===== src/rtl/el2_ifu_iccm_arb.sv =====
// Shares the single ICCM port between fetch, DMA and ECC correction write-back.
// Registers the winning command and tags read returns back to their requester.
module el2_ifu_iccm_arb #(
  parameter int ICCM_BITS    = 16,
  parameter int RD_LATENCY   = 1,
  parameter int DMA_MAX_WAIT = 4
) (
  input  logic                   clk,
  input  logic                   rst_l,
  input  logic                   ifu_req_valid,
  output logic                   ifu_req_ready,
  input  logic [ICCM_BITS-1:1]   ifu_req_addr,
  input  logic                   dma_req_valid,
  output logic                   dma_req_ready,
  input  logic                   dma_req_write,
  input  logic [ICCM_BITS-1:1]   dma_req_addr,
  input  logic [2:0]             dma_req_size,
  input  logic [77:0]            dma_req_wdata,
  input  logic                   corr_req_valid,
  output logic                   corr_req_ready,
  input  logic [ICCM_BITS-1:1]   corr_req_addr,
  input  logic [77:0]            corr_req_wdata,
  output logic                   iccm_rden,
  output logic                   iccm_wren,
  output logic [ICCM_BITS-1:1]   iccm_rw_addr,
  output logic [2:0]             iccm_wr_size,
  output logic [77:0]            iccm_wr_data,
  output logic                   iccm_buf_correct_ecc,
  output logic                   iccm_correction_state,
  input  logic [63:0]            iccm_rd_data,
  output logic                   ifu_rsp_valid,
  output logic                   dma_rsp_valid,
  output logic [63:0]            rsp_data,
  output logic                   arb_busy
);

  localparam logic [1:0] IDLE      = 2'd0;
  localparam logic [1:0] CORR_WR   = 2'd1;
  localparam logic [1:0] CORR_HOLD = 2'd2;

  localparam logic [3:0] MAX_WAIT  = 4'(DMA_MAX_WAIT);

  logic [1:0]            state_q, state_d;
  logic [3:0]            dma_wait_q, dma_wait_d;
  logic                  cmd_rden_q, cmd_wren_q, cmd_ifu_q;
  logic [ICCM_BITS-1:1]  addr_q;
  logic [2:0]            size_q;
  logic [77:0]           wdata_q;
  logic [RD_LATENCY-1:0] pipe_ifu_q, pipe_dma_q;

  logic idle, dma_aged, ifu_hs, dma_hs, corr_hs;

  always_comb begin
    idle     = rst_l && (state_q == IDLE);
    dma_aged = (dma_wait_q == MAX_WAIT);

    corr_req_ready = idle && corr_req_valid;
    dma_req_ready  = idle && !corr_req_valid && dma_req_valid && (dma_aged || !ifu_req_valid);
    ifu_req_ready  = idle && !corr_req_valid && ifu_req_valid && !(dma_req_valid && dma_aged);

    corr_hs = corr_req_ready;
    dma_hs  = dma_req_ready;
    ifu_hs  = ifu_req_ready;

    // Counter stops at the aging threshold so an equality test cannot be skipped
    // past while the port is tied up by a correction.
    dma_wait_d = '0;
    if (dma_req_valid && !dma_req_ready)
      dma_wait_d = (dma_wait_q == MAX_WAIT) ? dma_wait_q : dma_wait_q + 4'd1;

    state_d = IDLE;
    case (state_q)
      IDLE:      state_d = corr_hs ? CORR_WR : IDLE;
      CORR_WR:   state_d = CORR_HOLD;
      CORR_HOLD: state_d = IDLE;
      default:   state_d = IDLE;
    endcase
  end

  always_ff @(posedge clk) begin
    if (!rst_l) begin
      state_q    <= IDLE;
      dma_wait_q <= '0;
      cmd_rden_q <= 1'b0;
      cmd_wren_q <= 1'b0;
      cmd_ifu_q  <= 1'b0;
      addr_q     <= '0;
      size_q     <= '0;
      wdata_q    <= '0;
      pipe_ifu_q <= '0;
      pipe_dma_q <= '0;
    end else begin
      state_q    <= state_d;
      dma_wait_q <= dma_wait_d;
      cmd_rden_q <= ifu_hs || (dma_hs && !dma_req_write);
      cmd_wren_q <= corr_hs || (dma_hs && dma_req_write);
      cmd_ifu_q  <= ifu_hs;

      if (corr_hs) begin
        addr_q  <= corr_req_addr;
        size_q  <= 3'b010;
        wdata_q <= corr_req_wdata;
      end else if (dma_hs) begin
        addr_q <= dma_req_addr;
        if (dma_req_write) begin
          size_q  <= dma_req_size;
          wdata_q <= dma_req_wdata;
        end
      end else if (ifu_hs) begin
        addr_q <= ifu_req_addr;
      end

      // Owner tag rides alongside the read so returns need no address matching.
      pipe_ifu_q[0] <= cmd_rden_q && cmd_ifu_q;
      pipe_dma_q[0] <= cmd_rden_q && !cmd_ifu_q;
      for (int unsigned i = 1; i < RD_LATENCY; i++) begin
        pipe_ifu_q[i] <= pipe_ifu_q[i-1];
        pipe_dma_q[i] <= pipe_dma_q[i-1];
      end
    end
  end

  always_comb begin
    iccm_rden             = cmd_rden_q;
    iccm_wren             = cmd_wren_q;
    iccm_rw_addr          = addr_q;
    iccm_wr_size          = size_q;
    iccm_wr_data          = wdata_q;
    iccm_buf_correct_ecc  = (state_q == CORR_WR);
    iccm_correction_state = (state_q != IDLE);
    ifu_rsp_valid         = pipe_ifu_q[RD_LATENCY-1];
    dma_rsp_valid         = pipe_dma_q[RD_LATENCY-1];
    rsp_data              = iccm_rd_data;
    arb_busy              = cmd_rden_q || cmd_wren_q || (|pipe_ifu_q) || (|pipe_dma_q) ||
                            (state_q != IDLE);
  end

endmodule


===== config.mk =====
export PLATFORM = sky130hd
export DESIGN_NAME = el2_ifu_iccm_arb
export DESIGN_NICKNAME = d
export VERILOG_FILES = /design/src/rtl/el2_ifu_iccm_arb.sv
export SDC_FILE = /design/constraint.sdc
export NUM_CORES = 1
export LEC_CHECK = 0
export CELL_PAD_IN_SITES_DETAIL_PLACEMENT = 0
export CELL_PAD_IN_SITES_GLOBAL_PLACEMENT = 1
export CORE_AREA = 2 2 173 175
export CTS_BUF_LIST = sky130_fd_sc_hd__clkbuf_8 sky130_fd_sc_hd__clkbuf_16
export CTS_CLUSTER_DIAMETER = 80
export DETAILED_ROUTE_END_ITERATION = 8
export DIE_AREA = 0 0 175 177
export HOLD_SLACK_MARGIN = 0.06
export PLACE_DENSITY_LB_ADDON = 0.08
export SYNTH_ARGS = -nofsm -noshare
export SYNTH_HDL_FRONTEND = slang
export SYNTH_SLANG_ARGS = --single-unit

===== constraint.sdc =====
create_clock -name clk -period 6.4 [get_ports clk]
set_clock_uncertainty 0.2 [all_clocks]
set_input_delay 1.28 -clock clk [delete_from_list [all_inputs] [get_ports clk]]
set_output_delay 1.28 -clock clk [all_outputs]
set_load 0.02 [all_outputs]

==> flow_summary.toml <==
[global_routing]
grt_pass1_wl_um = 31400
grt_max_degree = 96
antenna_found_initial = 0
grt_use_total_pct = 13.0
overflow = 0
grt_pass1_vias = 5618

[detailed_routing]
route.vias.total = 5210
wl_um = 20700
wl_per_cell_um = 16.6
viasPerCell = 4.18
post-route-drc-count = 0
drt_iter0_drc = 124
ant_nets = 0
drtPass1Iterations = 4

[timing]
finalSetupViolations = 0
hold_viol = 0
finalCritPeriodShare_pct = 73.9
finalMaxSlewViolations = 0
tightest_slew_ns = 1.09
fmax_mhz = 211
fin_tns_setup_ns = 0
holdWs_ns = 0.216
period_needed_ns = 4.73
relSlewSlack_pct = 26.5
rsz0062_at_grt = "false"

[critical_path]
critPathCaptureType = "output port"
cp_data_required_time_ns = 4.92
arrival_ns = 3.25
cpMostUsedCell = "clkdlybuf4s50_1"
cp_max_fo = 6
startpoint_type = "primary input"
crit_buf_inv = 2
path_cells = "clkdlybuf4s50_1 > nor4b_1 > and2_1 > clkdlybuf4s50_1"
crit_type = "in -> out"
slowest_delay_ns = 0.60
slowest_stage = "nor4b_1"
critical_path.top_delay_family = "buffers and inverters"

[floorplan]
coreArea_um2 = 29200
dieHeight_um = 177
die_w_um = 175
initial_utilization_pct = 19.5
io_pins = 444
die_area_um2 = 31000
num_rows = 63

[synth]
synthFlopType = "dfxtp_1"
synth_simple_gate_area_share_pct = 16.5
netlist_area_um2 = 5700
synth.distinct_cells = 38
synth_adder_area_share_pct = 0.439
ys_warn_count = 0
syn_nets = 909
synthCells = 633
synth_edf_count = 0
synth_seq_cells = 107
syn_avg_cell_area_um2 = 9.00
synth-compound-area-share_pct = 15.0
ys_seq_area_share_pct = 37.6
synth_top_family_by_area = "multiplexers"
synth-xor-area-share_pct = 0.307
synthArstFlopShare_pct = 0
synth.area.mux_share_pct = 16.9

[placement]
io_buffers = 315
hpwl_um = 15500
gp_congestion = 0.792

[final_layout]
final_common_cell = "clkdlybuf4s50_1"
layout-drive-gt1-share_pct = 12.4
n_antenna_cell = 0
fin_nets = 1126
fill_cells = 3015
syn_to_final_growth_pct = 57.3
final_cell_mix = "314 x clkdlybuf4s50_1, 107 x dfxtp_1, 96 x mux2i_1"

[cts]
cts_hold_buffers = 0
cts_setup_buffers = 0
root_buffer = "clkbuf_16"
cts_resized = 0
cts_buffers = 9
tritoncts = "done"
clk_pin_slew_ns = 0.08
clk-insertion-delay-late_ns = 0.35
cts.sinks = 107
clockBufferDepth = 2
cts-htree-levels = 3

[job]
max_cap_viol_count = 0

[status]
status = "completed"

[pwr]
powerDensity_nw_per_um2 = 198
p_leak_nw = 3.19
peakVddDrop_mv = 0.0916

[worst_hold_path]
hp-class = "reg -> reg"
[kinds of logic (layout without fill, tap and decap cells)]
group	Yosys count	count (layout)
adders and majority gates	2	2
DFF	107	107
AOI/OAI and AO/OA	120	120
buffers and inverters	121	343
and+or+nand+nor	185	185
muxes	96	96
xor gates and xnor gates	2	2
[power by group]
group	total [mW]	internal, mW	switching, mW	leakage [nW]
logic	0.489	0.273	0.216	2.18
registers	0.738	0.713	0.0249	0.877
clock network	0.546	0.271	0.275	0.135
total	1.77	1.26	0.516	3.19
[routing by layer]
layer	vias up	part of all wire [%]	wire [um]	track usage, %
li1	2568	-	-	-
met1	2403	40	8200	14.3
met2	200	51	10500	23.6
met3	39	6.9	1440	3.57
met4	0	2.5	510	5.45
met5	-	0	0	0
[final cells by class]
cell class / instances / area (um2) / area share [%]
clock buffers: 9 / 225 / 2.51
clock inverters: 7 / 57.6 / 0.642
inverters: 6 / 22.5 / 0.251
flip-flops and latches: 107 / 2140 / 23.9
multi-input cells: 405 / 2820 / 31.5
repair buffers: 321 / 3210 / 35.8
well taps: 390 / 488 / 5.44
[final timing paths]
path / start / to / slack [ns] / cells past startpoint
min reg2reg: cmd_ifu_q$_SDFF_PN0_ / dma_rsp_valid$_SDFF_PN0_ / 0.22 / 1
max: corr_req_valid / dma_req_ready / 1.67 / 4
min: cmd_ifu_q$_SDFF_PN0_ / dma_rsp_valid$_SDFF_PN0_ / 0.22 / 1
max reg2reg: state_q[1]$_SDFF_PN0_ / iccm_wr_data[57]$_SDFFE_PN0P_ / 3.33 / 7
[registers in the layout, indices dropped and copies added (netlist names)]
name / count
iccm_wr_data: 78
iccm_rw_addr: 15
dma_wait_q: 4
iccm_wr_size: 3
state_q: 2
cmd_ifu_q: 1
dma_rsp_valid: 1
iccm_rden: 1
iccm_wren: 1
ifu_rsp_valid: 1
[cell usage after synthesis, types with 2 or more instances]
| cell type | number | area, um2 |
|---|---|---|
| nand2_1 | 85 | 319 |
| o21ai_0 | 15 | 75.1 |
| a21oi_1 | 3 | 15.0 |
| a22oi_1 | 15 | 113 |
| xnor2_1 | 2 | 17.5 |
| nor2_1 | 6 | 22.5 |
| or2_2 | 78 | 488 |
| nor3_1 | 4 | 20.0 |
| dfxtp_1 | 107 | 2140 |
| buf_6 | 3 | 33.8 |
| and2_1 | 3 | 18.8 |
| clkbuf_1 | 35 | 131 |
| o211ai_1 | 78 | 586 |
| ha_1 | 2 | 25.0 |
| mux2i_1 | 96 | 961 |
| buf_4 | 70 | 526 |
| inv_1 | 5 | 18.8 |
| o21ai_1 | 2 | 10.0 |
| buf_2 | 5 | 25.0 |
[stage by stage]
step,total power [mW],cell area (um2),utilization [%],std cells,setup slack (ns)
global route,1.87,8960,30.7,1245,1.57
floorplan,1.03,5700,-,633,2.66
detailed placement,1.25,8680,29.7,1229,1.70
CTS,1.82,8960,30.7,1245,1.70
global placement,1.25,8680,29.7,1229,1.77
finish,1.77,8960,30.7,1245,1.67
Power figures use the tool's default switching activity.
